`config.mk`:
```
export PLATFORM = sky130hd
export DESIGN_NAME = transmission_scheduler
export DESIGN_NICKNAME = d
export VERILOG_FILES = /design/src/rtl/transmission_scheduler.sv
export SDC_FILE = /design/constraint.sdc
export NUM_CORES = 1
export LEC_CHECK = 0
export BUFFER_PORTS_ARGS = -buffer_cell sky130_fd_sc_hd__buf_4
export CAP_MARGIN = 10
export CORE_MARGIN = 5
export CORE_UTILIZATION = 27
export DETAILED_ROUTE_END_ITERATION = 10
export GPL_ROUTABILITY_DRIVEN = 0
export PLACE_DENSITY = 0.52
export SLEW_MARGIN = 15
export SYNTH_ARGS = -nofsm -noshare
export SYNTH_HDL_FRONTEND = slang
export SYNTH_SLANG_ARGS = --single-unit
```
`constraint.sdc`:
```
create_clock -name clk -period 4.31 [get_ports clk]
set_input_delay 0.431 -clock clk [delete_from_list [all_inputs] [get_ports clk]]
set_output_delay 0.431 -clock clk [all_outputs]
set_load 0.05 [all_outputs]
```
`src/rtl/transmission_scheduler.sv`:
```
// transmission_scheduler
// Round-robin time-division scheduler for the 8-channel select-line
// transmission datapath. Grants one requesting channel per slot and drives
// the datapath's A/B/C select lines with the granted channel index.
//
// Optional feature macro: TRANS_SCHED_PRIO0_EN
//   defined   : channel 0 wins every arbitration point it requests, without
//               moving the round-robin pointer.
//   undefined : pure round-robin, channel 0 has no special treatment.
module transmission_scheduler #(
    parameter int SLOT_CYCLES = 4   // cycles per grant, legal range 1..16
) (
    input  logic       clk,
    input  logic       rst,
    input  logic [7:0] iReq,
    output logic       A,
    output logic       B,
    output logic       C,
    output logic [7:0] oGrant,
    output logic       oValid,
    output logic       oLast
);

    // Slot counter runs from SLOT_CYCLES-1 down to 0
    localparam logic [3:0] CNT_LOAD = 4'(SLOT_CYCLES - 1);

    typedef enum logic {
        S_IDLE  = 1'b0,
        S_GRANT = 1'b1
    } state_t;

    state_t     r_state;
    state_t     w_state_nxt;
    logic [2:0] r_cur;
    logic [2:0] w_cur_nxt;
    logic [3:0] r_cnt;
    logic [3:0] w_cnt_nxt;
    logic [2:0] r_ptr;
    logic [2:0] w_ptr_nxt;
    logic [7:0] r_grant;
    logic [7:0] w_grant_nxt;
    logic       r_valid;
    logic       w_valid_nxt;

    logic       w_found;
    logic [2:0] w_winner;
    logic       w_ptr_upd;
    logic       w_last;

    // Round-robin search starting just after the last winner; the last
    // winner itself is visited last so it can only re-win when alone.
    always_comb begin
        logic [2:0] v_idx;
        v_idx     = '0;
        w_found   = 1'b0;
        w_winner  = r_ptr;
        w_ptr_upd = 1'b1;
        for (int unsigned i = 1; i <= 8; i++) begin
            v_idx = r_ptr + 3'(i);
            if (!w_found && iReq[v_idx]) begin
                w_found  = 1'b1;
                w_winner = v_idx;
            end
        end
`ifdef TRANS_SCHED_PRIO0_EN
        // Channel 0 overrides the rotation and leaves the pointer untouched
        if (iReq[0]) begin
            w_found   = 1'b1;
            w_winner  = 3'd0;
            w_ptr_upd = 1'b0;
        end
`endif
    end

    // Slot ends on counter expiry or when the holder drops its request
    assign w_last = (r_state == S_GRANT) && ((r_cnt == 4'd0) || !iReq[r_cur]);

    // Next-state and next-output decode
    always_comb begin
        w_state_nxt = r_state;
        w_cur_nxt   = r_cur;
        w_cnt_nxt   = r_cnt;
        w_ptr_nxt   = r_ptr;
        w_grant_nxt = r_grant;
        w_valid_nxt = r_valid;

        unique case (r_state)
            S_IDLE: begin
                if (w_found) begin
                    w_state_nxt = S_GRANT;
                    w_cur_nxt   = w_winner;
                    w_cnt_nxt   = CNT_LOAD;
                    w_grant_nxt = 8'b1 << w_winner;
                    w_valid_nxt = 1'b1;
                    if (w_ptr_upd) begin
                        w_ptr_nxt = w_winner;
                    end
                end
            end
            S_GRANT: begin
                if (!w_last) begin
                    w_cnt_nxt = r_cnt - 4'd1;
                end else if (w_found) begin
                    // Back-to-back slot, possibly to the same channel
                    w_state_nxt = S_GRANT;
                    w_cur_nxt   = w_winner;
                    w_cnt_nxt   = CNT_LOAD;
                    w_grant_nxt = 8'b1 << w_winner;
                    w_valid_nxt = 1'b1;
                    if (w_ptr_upd) begin
                        w_ptr_nxt = w_winner;
                    end
                end else begin
                    // Select lines keep their last value while idle
                    w_state_nxt = S_IDLE;
                    w_grant_nxt = '0;
                    w_valid_nxt = 1'b0;
                end
            end
            default: begin
                w_state_nxt = S_IDLE;
            end
        endcase
    end

    // State and output registers with synchronous reset
    always_ff @(posedge clk) begin
        if (rst) begin
            r_state <= S_IDLE;
            r_cur   <= '0;
            r_cnt   <= '0;
            r_ptr   <= 3'd7;
            r_grant <= '0;
            r_valid <= 1'b0;
        end else begin
            r_state <= w_state_nxt;
            r_cur   <= w_cur_nxt;
            r_cnt   <= w_cnt_nxt;
            r_ptr   <= w_ptr_nxt;
            r_grant <= w_grant_nxt;
            r_valid <= w_valid_nxt;
        end
    end

    assign A      = r_cur[2];
    assign B      = r_cur[1];
    assign C      = r_cur[0];
    assign oGrant = r_grant;
    assign oValid = r_valid;
    assign oLast  = w_last;

endmodule

```
==> metrics.md <==
| Metric | Value |
|---|---|
| Final net count | `217` |
| TritonCTS Buffers | `3` |
| DP HPWL | `around 3.4 mm` |
| Final critical-path share of the clock period | `roughly 70%` |
| Worst setup endpoint | `oGrant[2]` |
| DRT antenna net count | `0` |
| Minimum clock period | `a little over 3 ns` |
| CP Launch Type | `flop` |
| Total Wirelength | `approximately 4.4 mm` |
| Clk slew on worst S/H paths | `0.07 ns` |
| Slew Limit Fails | `0` |
| Most used DFF post-synth | `dfxtp_1` |
| Post-synth top area share | `between 20% and 30%` |
| Largest area contributor in the netlist | `dfxtp_1` |
| Critical Path AT | `3.23 ns` |
| Pwr Density | `899 nW/um^2` |
| Area delta synth->final | `15.7%` |
| Status | `finished clean` |
| I/O Pins | `23` |
| Reg2reg start | `r_ptr[1]` |
| Die width | `approximately 90 um` |
| Largest net degree at the start of global routing | `25` |
| Hold WC Path Type | `in -> reg` |
| # setup viols final | `0` |
| TritonRoute pass-1 iters | `4` |
| Fraction of layout cells with a size suffix above 1 | `between 20% and 30%` |
| Most frequent cell after synthesis | `dfxtp_1` |
| R2r endpoint | `oGrant[2]` |
| CP Capture Type | `flop` |
| Post-Syn Area | `1730 sq um` |
| Post-CTS Setup Bufs | `0` |
| Max Cap Viol | `0` |
| Via count | `roughly 1,500` |
| Synth Net Count | `~200` |
| Routed wire length per instance | `between 15 and 20 um` |
| Area of the multi-input gates | `1240 sq um` |
| Number of global-route vias before repair | `~1,500` |
| Fin cells | `about 280` |
| Post-Syn Instances | `between 150 and 200` |
| Peak VDD IR | `approximately 0.44 mV` |
| Cts hold-fix bufs | `0` |
| Initial antenna violation count | `0` |
| CORE AREA | `6280 sq um` |
| Die Y | `about 90 um` |
| Worst hold start | `rst` |
| Resized cells post-CTS | `0` |
| First-pass GRT wire length | `~7.6 mm` |
| Clk_lat worst skew | `around 0.25 ns` |
| Register area | `roughly 400 sq um` |
| Final Hold Fails | `0` |
| CTS HTree Levels | `1` |
| Maximum net fanout on the critical path | `11` |
| Worst Clk Skew | `just under 0.003 ns` |
| Die area | `8090 sq um` |
| Sequential share of the synthesized area | `23.2%` |
| Initial Util | `between 20% and 30%` |
| Max-Slew Margin vs Limit | `about 52%` |
| Clock root buffer master | `clkbuf_8` |
| Most frequent cells after synthesis | `dfxtp_1 (20), nor2_1 (13), nand2_1 (11)` |
| Num rows | `29` |
| TritonCTS clock tree | `done` |
| Worst Reg-to-Reg Cells | `10` |
| R2r setup slk | `approximately 1.2 ns` |
| Worst path required time | `approximately 4.5 ns` |
| Via density | `roughly 5.3` |
| Synth area leaders | `dfxtp_1 (23%), mux4_2 (13%), mux2i_1 (5.8%)` |
| Yosys warns | `0` |
| CP startpoint | `r_ptr[1]` |
| Worst-margin pin slew | `about 0.70 ns` |
| Dpl cells | `~280` |
| TNS Setup | `0 ns` |
| DR iter-0 viols | `109` |
| Mean Syn Cell Area | `about 9.4 sq um` |
| Post-synthesis register bit count | `20` |
| LEAKAGE | `0.791 nW` |
| FFs w/ async S/R, synth | `0%` |
| PortBufs | `22` |
| Longest Clk Path Bufs | `2` |
| Post-route DRC | `0` |
| Unrepaired setup endpoints after global routing | `false` |
| Crit path kind | `reg -> reg` |
| FMAX | `about 320 MHz` |
| Fill cells | `about 640` |
| Library cells used by synthesis | `54` |
| Number of enable flip-flop cells after synthesis | `0` |
| Total track usage | `between 10% and 20%` |
| Clock sink count | `20` |
| Grt ovf | `0` |
| Antenna cell count | `0` |
[area by class of cell]
cell class	instances	share of cell area, %
Sequential cell	20	20.1
Inverter	7	1.32
Timing Repair Buffer	25	9.40
Multi-Input combinational cell	147	62.3
Tap cell	77	4.83
Clock buffer	3	2.07
[routing by layer]
| metal | share of wire [%] | GRT usage [%] |
|---|---|---|
| met1 | 48 | 15.8 |
| met2 | 48 | 17.7 |
| met3 | 3.6 | 1.59 |
| met4 | 0.41 | 1.74 |
| met5 | 0 | 0 |
[cells by family (layout without fill, tap and decap cells)]
logic type                 count (synthesis)  after routing  share of synthesized area [%]
and+or+nand+nor                           58             58                           17.3
AOI/OAI and AO/OA                         53             53                           24.3
muxes                                     28             28                           25.4
DFF                                       20             20                           23.2
buffers and inverters                     16             35                           4.71
xor gates and xnor gates                   5              5                           2.97
adders and majority gates                  3              3                           2.18
[cell usage in the layout, fill, tap and decap left out, drive strengths merged, types with 4 or more instances in the layout]
master | Yosys | final
mux2 | 6 | 6
nand2 | 11 | 11
nor3 | 9 | 9
a32o | 5 | 5
buf | 8 | 25
a22o | 4 | 4
mux4 | 10 | 10
inv | 7 | 7
a21oi | 12 | 12
o21ai | 4 | 4
and2 | 5 | 5
nand2b | 4 | 4
nor2 | 13 | 13
dfxtp | 20 | 20
nor2b | 4 | 4
mux2i | 12 | 12
a31oi | 4 | 4
[power by group]
| group | total, mW | switching (mW) | leakage (nW) | internal, mW |
|---|---|---|---|---|
| Clock | 0.118 | 0.0556 | 0.0216 | 0.0621 |
| Sequential | 0.284 | 0.0457 | 0.165 | 0.239 |
| Combinational | 1.39 | 0.827 | 0.605 | 0.566 |
[state kept, by name, summed over array words and instances, names as in the netlist]
name,cells
r_cnt,4
oGrant,8
oValid,1
r_state,1
r_cur,3
r_ptr,3
[stage by stage]
stage / cell area, sq um / util [%] / setup slack [ns] / power, mW / hold WS (ns)
floorplan: 1730 / - / 0.906 / 1.40 / 0.465
global placement: 1950 / 31.1 / 1.21 / 1.69 / 0.454
detailed placement: 1950 / 31.1 / 1.22 / 1.68 / 0.461
CTS: 2000 / 31.8 / 1.20 / 1.81 / 0.427
global route: 2000 / 31.8 / 0.920 / 1.96 / 0.436
finish: 2000 / 31.8 / 1.23 / 1.79 / 0.436
[worst min path at each step]
| stage | end | slack, ns | depth (start not counted) |
|---|---|---|---|
| global route | r_cnt[3] | 0.44 | 2 |
| CTS | oValid | 0.43 | 2 |
| floorplan | r_cnt[1] | 0.47 | 2 |
| finish | oValid | 0.44 | 2 |
| detailed placement | oGrant[3] | 0.46 | 1 |
| global placement | oGrant[6] | 0.45 | 1 |
[critical path, cell delays in order (launching register included)]
cell and delay (ns):
dfxtp_1 0.32, inv_1 0.07, ha_1 0.52, mux4_2 0.60, o21ba_2 0.22, o311ai_1 0.30, a21oi_1 0.15, a211oi_1 0.23
a211oi_2 0.12, and2_1 0.19, a32o_1 0.25
No activity file was read; power rests on OpenSTA's default activity.
